[config.mk]
export PLATFORM = sky130hd
export DESIGN_NAME = hazard_stall_ctrl
export DESIGN_NICKNAME = d
export VERILOG_FILES = /design/src/rtl/hazard_stall_ctrl.sv
export SDC_FILE = /design/constraint.sdc
export NUM_CORES = 1
export LEC_CHECK = 0
export ABC_AREA = 1
export CAP_MARGIN = 20
export CELL_PAD_IN_SITES_DETAIL_PLACEMENT = 1
export CELL_PAD_IN_SITES_GLOBAL_PLACEMENT = 2
export CORE_ASPECT_RATIO = 0.5
export CORE_MARGIN = 4
export CORE_UTILIZATION = 26
export DETAILED_ROUTE_END_ITERATION = 10
export PLACE_DENSITY_LB_ADDON = 0.1
export RECOVER_POWER = 25
export SLEW_MARGIN = 20
export SYNTH_ARGS = -nofsm -noshare
export SYNTH_HDL_FRONTEND = slang
export SYNTH_SLANG_ARGS = --single-unit
[constraint.sdc]
create_clock -name clk_i -period 2.9 [get_ports clk_i]
set_input_delay 0.725 -clock clk_i [delete_from_list [all_inputs] [get_ports clk_i]]
set_output_delay 0.725 -clock clk_i [all_outputs]
set_load 0.05 [all_outputs]
[src/rtl/hazard_stall_ctrl.sv]
// rtl/hazard_stall_ctrl.sv - Pipeline hazard, memory-wait and flush sequencing controller
// Mealy outputs from state plus current ID/EX/MEM hazard inputs; ERR is left only by reset.
module hazard_stall_ctrl #(
    parameter int CNT_W    = 32,
    parameter int MAX_WAIT = 16
) (
    input  logic             clk_i,
    input  logic             rst_i,
    input  logic [6:0]       id_op_i,
    input  logic [4:0]       id_rs1_i,
    input  logic [4:0]       id_rs2_i,
    input  logic             id_branch_taken_i,
    input  logic             ex_memread_i,
    input  logic [4:0]       ex_rd_i,
    input  logic             mem_req_i,
    input  logic             mem_ready_i,
    output logic             pc_write_o,
    output logic             ifid_write_o,
    output logic             ifid_flush_o,
    output logic             idex_bubble_o,
    output logic             stall_all_o,
    output logic             mem_err_o,
    output logic [CNT_W-1:0] stall_cnt_o,
    output logic [CNT_W-1:0] flush_cnt_o
);

    localparam int WC_W = $clog2(MAX_WAIT + 1);
    localparam logic [WC_W-1:0] WAIT_LIMIT = WC_W'(MAX_WAIT);

    typedef enum logic [1:0] {
        RUN      = 2'd0,
        MEM_WAIT = 2'd1,
        ERR      = 2'd2
    } state_t;

    state_t          state;
    state_t          state_next;
    logic [WC_W-1:0] wait_cnt;
    logic [WC_W-1:0] wait_next;
    logic            err_set;
    logic            uses_rs2;
    logic            load_use;
    logic            mem_stall;

    always_comb begin
        uses_rs2 = (id_op_i == 7'b0110011) || (id_op_i == 7'b0100011) ||
                   (id_op_i == 7'b1100011);
        load_use = ex_memread_i && (ex_rd_i != 5'd0) &&
                   ((ex_rd_i == id_rs1_i) || (uses_rs2 && (ex_rd_i == id_rs2_i)));
        mem_stall = ((state == RUN) && mem_req_i && !mem_ready_i) ||
                    ((state == MEM_WAIT) && !mem_ready_i);
    end

    always_ff @(posedge clk_i or negedge rst_i) begin
        if (!rst_i) begin
            state    <= RUN;
            wait_cnt <= '0;
        end else begin
            state    <= state_next;
            wait_cnt <= wait_next;
        end
    end

    always_comb begin
        state_next = state;
        wait_next  = wait_cnt;
        err_set    = 1'b0;
        case (state)
            RUN: begin
                if (mem_req_i && !mem_ready_i) begin
                    state_next = MEM_WAIT;
                    wait_next  = WC_W'(1);
                end
            end
            MEM_WAIT: begin
                if (mem_ready_i) begin
                    state_next = RUN;
                    wait_next  = '0;
                end else if (wait_cnt == WAIT_LIMIT) begin
                    state_next = ERR;
                    wait_next  = '0;
                    err_set    = 1'b1;
                end else begin
                    wait_next = wait_cnt + WC_W'(1);
                end
            end
            ERR:     state_next = ERR;
            default: state_next = RUN;
        endcase
    end

    // Reset forces outputs combinationally so an aborted stall releases at once.
    always_comb begin
        pc_write_o    = 1'b1;
        ifid_write_o  = 1'b1;
        ifid_flush_o  = 1'b0;
        idex_bubble_o = 1'b0;
        stall_all_o   = 1'b0;
        if (!rst_i) begin
            pc_write_o    = 1'b0;
            ifid_write_o  = 1'b0;
            idex_bubble_o = 1'b1;
        end else if ((state == ERR) || mem_stall) begin
            pc_write_o   = 1'b0;
            ifid_write_o = 1'b0;
            stall_all_o  = 1'b1;
        end else if (load_use) begin
            pc_write_o    = 1'b0;
            ifid_write_o  = 1'b0;
            idex_bubble_o = 1'b1;
        end else if (id_branch_taken_i) begin
            ifid_flush_o = 1'b1;
        end
    end

    always_ff @(posedge clk_i or negedge rst_i) begin
        if (!rst_i) begin
            mem_err_o   <= 1'b0;
            stall_cnt_o <= '0;
            flush_cnt_o <= '0;
        end else begin
            if (err_set) begin
                mem_err_o <= 1'b1;
            end
            if (!pc_write_o && (stall_cnt_o != {CNT_W{1'b1}})) begin
                stall_cnt_o <= stall_cnt_o + CNT_W'(1);
            end
            if (ifid_flush_o && (flush_cnt_o != {CNT_W{1'b1}})) begin
                flush_cnt_o <= flush_cnt_o + CNT_W'(1);
            end
        end
    end

endmodule

==> results_dict.tcl, run 1 <==
set metrics [dict create \
    ant_nets 0 \
    power_density_mw_per_mm2 540 \
    tns_ns 0 \
    detail_route.vias_per_cell 4.60 \
    die_x_um 205 \
    ir_worst_vdd_v 0.000327 \
    fmax_mhz 355 \
    dieHeight_um 107 \
    max-slew-margin-rel_pct 5.12 \
    dr_wl_met2_um 8470 \
    cts_root_buffer "clkbuf_16" \
    crit_family "buffers and inverters" \
    finalHoldViolations 0 \
    path_class "primary input to primary output" \
    max_cap_viol_count 0 \
    cts_tree "done" \
    fin_util_pct 36.7 \
    p_switching_mw 1.41 \
    grt_pass1_vias 5347 \
    p_sw_share_pct 38.1 \
    ys_ff_latch 72 \
    finalWorstSetupSlack_ns 0.0854 \
    dp_slack_ns -0.128 \
    grt_pass1_wl_um 29300 \
    path_cells "clkdlybuf4s50_1, inv_1, nand2_1, nand2_1, nand2_2, nor2_2, nand2_1, nand2_2, buf_6, a21oi_4, buf_6, buf_12" \
    crit_required_ns 2.17 \
    yosysWarnings 0 \
    grt_max_degree 53 \
    slew_viol_final 0 \
    setup_violations 0 \
    cts_buffer_depth 2 \
    dp.final_hpwl_um 13400 \
    fp-row-count 35 \
    power.leakage_nw 3.16 \
    p_int_mw 2.30 \
    antenna_found_initial 0 \
    drtPass1Iterations 4 \
    cts_hold_buf 0 \
    r2r_setup_slack_ns 0.61 \
    place.gp.congestion 0.800 \
    syn_nets 789 \
    timing.final.crit_share_pct 97.1 \
    drt_iter0_markers 178 \
    rsz0062_at_grt "false" \
    cp.arrival_ns 2.09 \
    wl_met3_um 451 \
    power_mw 3.71 \
    die_area_mm2 0.0219 \
    final.fill_count 2382 \
    yosysUniqueCellTypes 31 \
    avgRoutedWirePerCell_um 15.6 \
    core_mm2 0.0187 \
    syn_area_mm2 0.00506 \
    clock_latency_ns 0.34 \
    drt-met1-wl_um 8500 \
    remaining_drc_errors 0 \
    seq_power_share_pct 33.2 \
    initial_core_util_pct 27.0 \
    antenna_cells 0 \
    fin_skew_ns 0.00435 \
    start_kind "primary input" \
    overflow 0 \
    fin_nets 898 \
    synth.avg_cell_area_um2 6.68 \
    critPathMaxFanout 2 \
    worst_slew_pin_slew_ns 1.42 \
    wirelength_um 17600 \
    port_buffers 97 \
    pin_count 98 \
    hold_path_class "register to register" \
    track_usage_pct 16.8 \
    critPathSlowestCell "clkdlybuf4s50_1" \
    crit_buf_inv 5 \
    cts_made_buffers 9 \
    outcome "finished clean" \
    clkPwrFrac_pct 33.6 \
    drive_gt1_share_pct 8.61 \
    min_period_ns 2.81 \
    vias 5203 \
    top_layer "met4" \
    p_comb_share_pct 33.2 \
    synthCells 757 \
    crit_top_cell "nand2_1" \
    htreeDepth 3 \
    area_growth_pct 35.9 \
    end_kind "primary output" \
    critPathMaxStageDelay_ns 0.47 \
    clkTransAtPathRegs_ns 0.07 \
    ys_seq_area_share_pct 35.6 \
    cts_sinks 72 \
]
## area by class of cell
| cell class | count | area [um2] | share of cell area, % |
|---|---|---|---|
| Clock buffer | 9 | 225 | 3.28 |
| Clock inverter | 7 | 96.3 | 1.40 |
| Inverter | 74 | 278 | 4.04 |
| Multi-Input combinational cell | 589 | 2920 | 42.5 |
| Sequential cell | 72 | 1800 | 26.2 |
| Tap cell | 259 | 324 | 4.72 |
| Timing Repair Buffer | 120 | 1220 | 17.8 |
## registers in the layout, summed over array words and instances (netlist names)
signal / cells
mem_err_o: 1
state: 2
flush_cnt_o: 32
stall_cnt_o: 32
wait_cnt: 5
## per-layer routing
metal | global-route usage, % | vias up
met5 | 0 | -
met4 | 3.53 | 0
met3 | 3.38 | 11
met2 | 28.3 | 54
met1 | 22.4 | 2496
li1 | - | 2642
## final timing paths
kind                                 from               to  cells past startpoint
max                           id_rs2_i[4]     ifid_write_o                     12
min in group asynchronous           rst_i   flush_cnt_o[4]                      2
min reg2reg                     mem_err_o        mem_err_o                      1
max reg2reg                stall_cnt_o[0]  stall_cnt_o[16]                      9
min                             mem_err_o        mem_err_o                      1
max in group asynchronous           rst_i  stall_cnt_o[16]                      2
## cell usage in the layout (no fill, tap or decap), drive strengths merged, types with 2 or more instances in the layout
| master | n |
|---|---|
| clkinv | 5 |
| ha | 4 |
| o22ai | 2 |
| dfrtp | 72 |
| clkbuf | 12 |
| nor2 | 80 |
| clkdlybuf4s50 | 82 |
| dlymetal6s2s | 5 |
| nor3 | 32 |
| buf | 26 |
| inv | 74 |
| o21ai | 8 |
| nand3 | 46 |
| xor2 | 32 |
| nand3b | 15 |
| dlygate4sd2 | 4 |
| xnor2 | 14 |
| a21oi | 4 |
| bufinv | 2 |
| nand2 | 306 |
| nand4 | 44 |
## per-stage QoR
| stage | std cells | hold WS, ns | cell area [um2] |
|---|---|---|---|
| detailed placement | 1112 | 0.474 | 6450 |
| finish | 1130 | 0.485 | 6870 |
| floorplan | 757 | 0.429 | 5060 |
| global route | 1130 | 0.507 | 6870 |
| CTS | 1128 | 0.409 | 6820 |
| global placement | 1112 | 0.464 | 6450 |
## logic make-up (layout without fill, tap and decap cells)
group	after synthesis	in the layout	share of synthesized area, %
flip-flops	72	72	35.6
adder cells (fa/ha/maj)	4	4	0.990
AND/OR/NAND/NOR	523	523	45.5
buffers and inverters	96	210	8.09
AO/OA/AOI/OAI	16	16	1.81
XOR/XNOR	46	46	7.97
## power by group through the flow
stage          clock, mW  combinational, mW  sequential, mW
6_report            1.25               1.23            1.23
5_1_grt             1.33               1.35            1.25
4_1_cts             1.29               1.24            1.23
3_5_place_dp           0               1.21            1.24
3_3_place_gp           0               1.19            1.24
2_1_floorplan          0              0.556            1.41
## cell usage after synthesis (all sizes together)
master  count  area, um2
o211ai      1       7.51
nand3      46        253
xnor2      14        123
clkbuf      7       26.3
inv        74        278
nand2     306       1160
nand4      44        275
ha          4       50.1
a21oi       4       23.8
nor2       80        318
o22ai       2       12.5
dfrtp      72       1800
xor2       32        280
nand3b     15        113
o21ai       8       40.0
o21bai      1       7.51
buf        15        105
nor3       32        181
## what timing repair did
action / in CTS / in global routing
gates resized for setup: 21 / 14
buffers inserted: 0 / 2
setup endpoints to repair: 4 / 4
pin swaps: 8 / 11
No activity file was read; power rests on OpenSTA's default activity.
==> run 2, diff against run 1 <==
CAP_MARGIN = not set   (was 20)
==> results of run 2 <==
Final layout, timing and power as in run 1 (identical DEF).
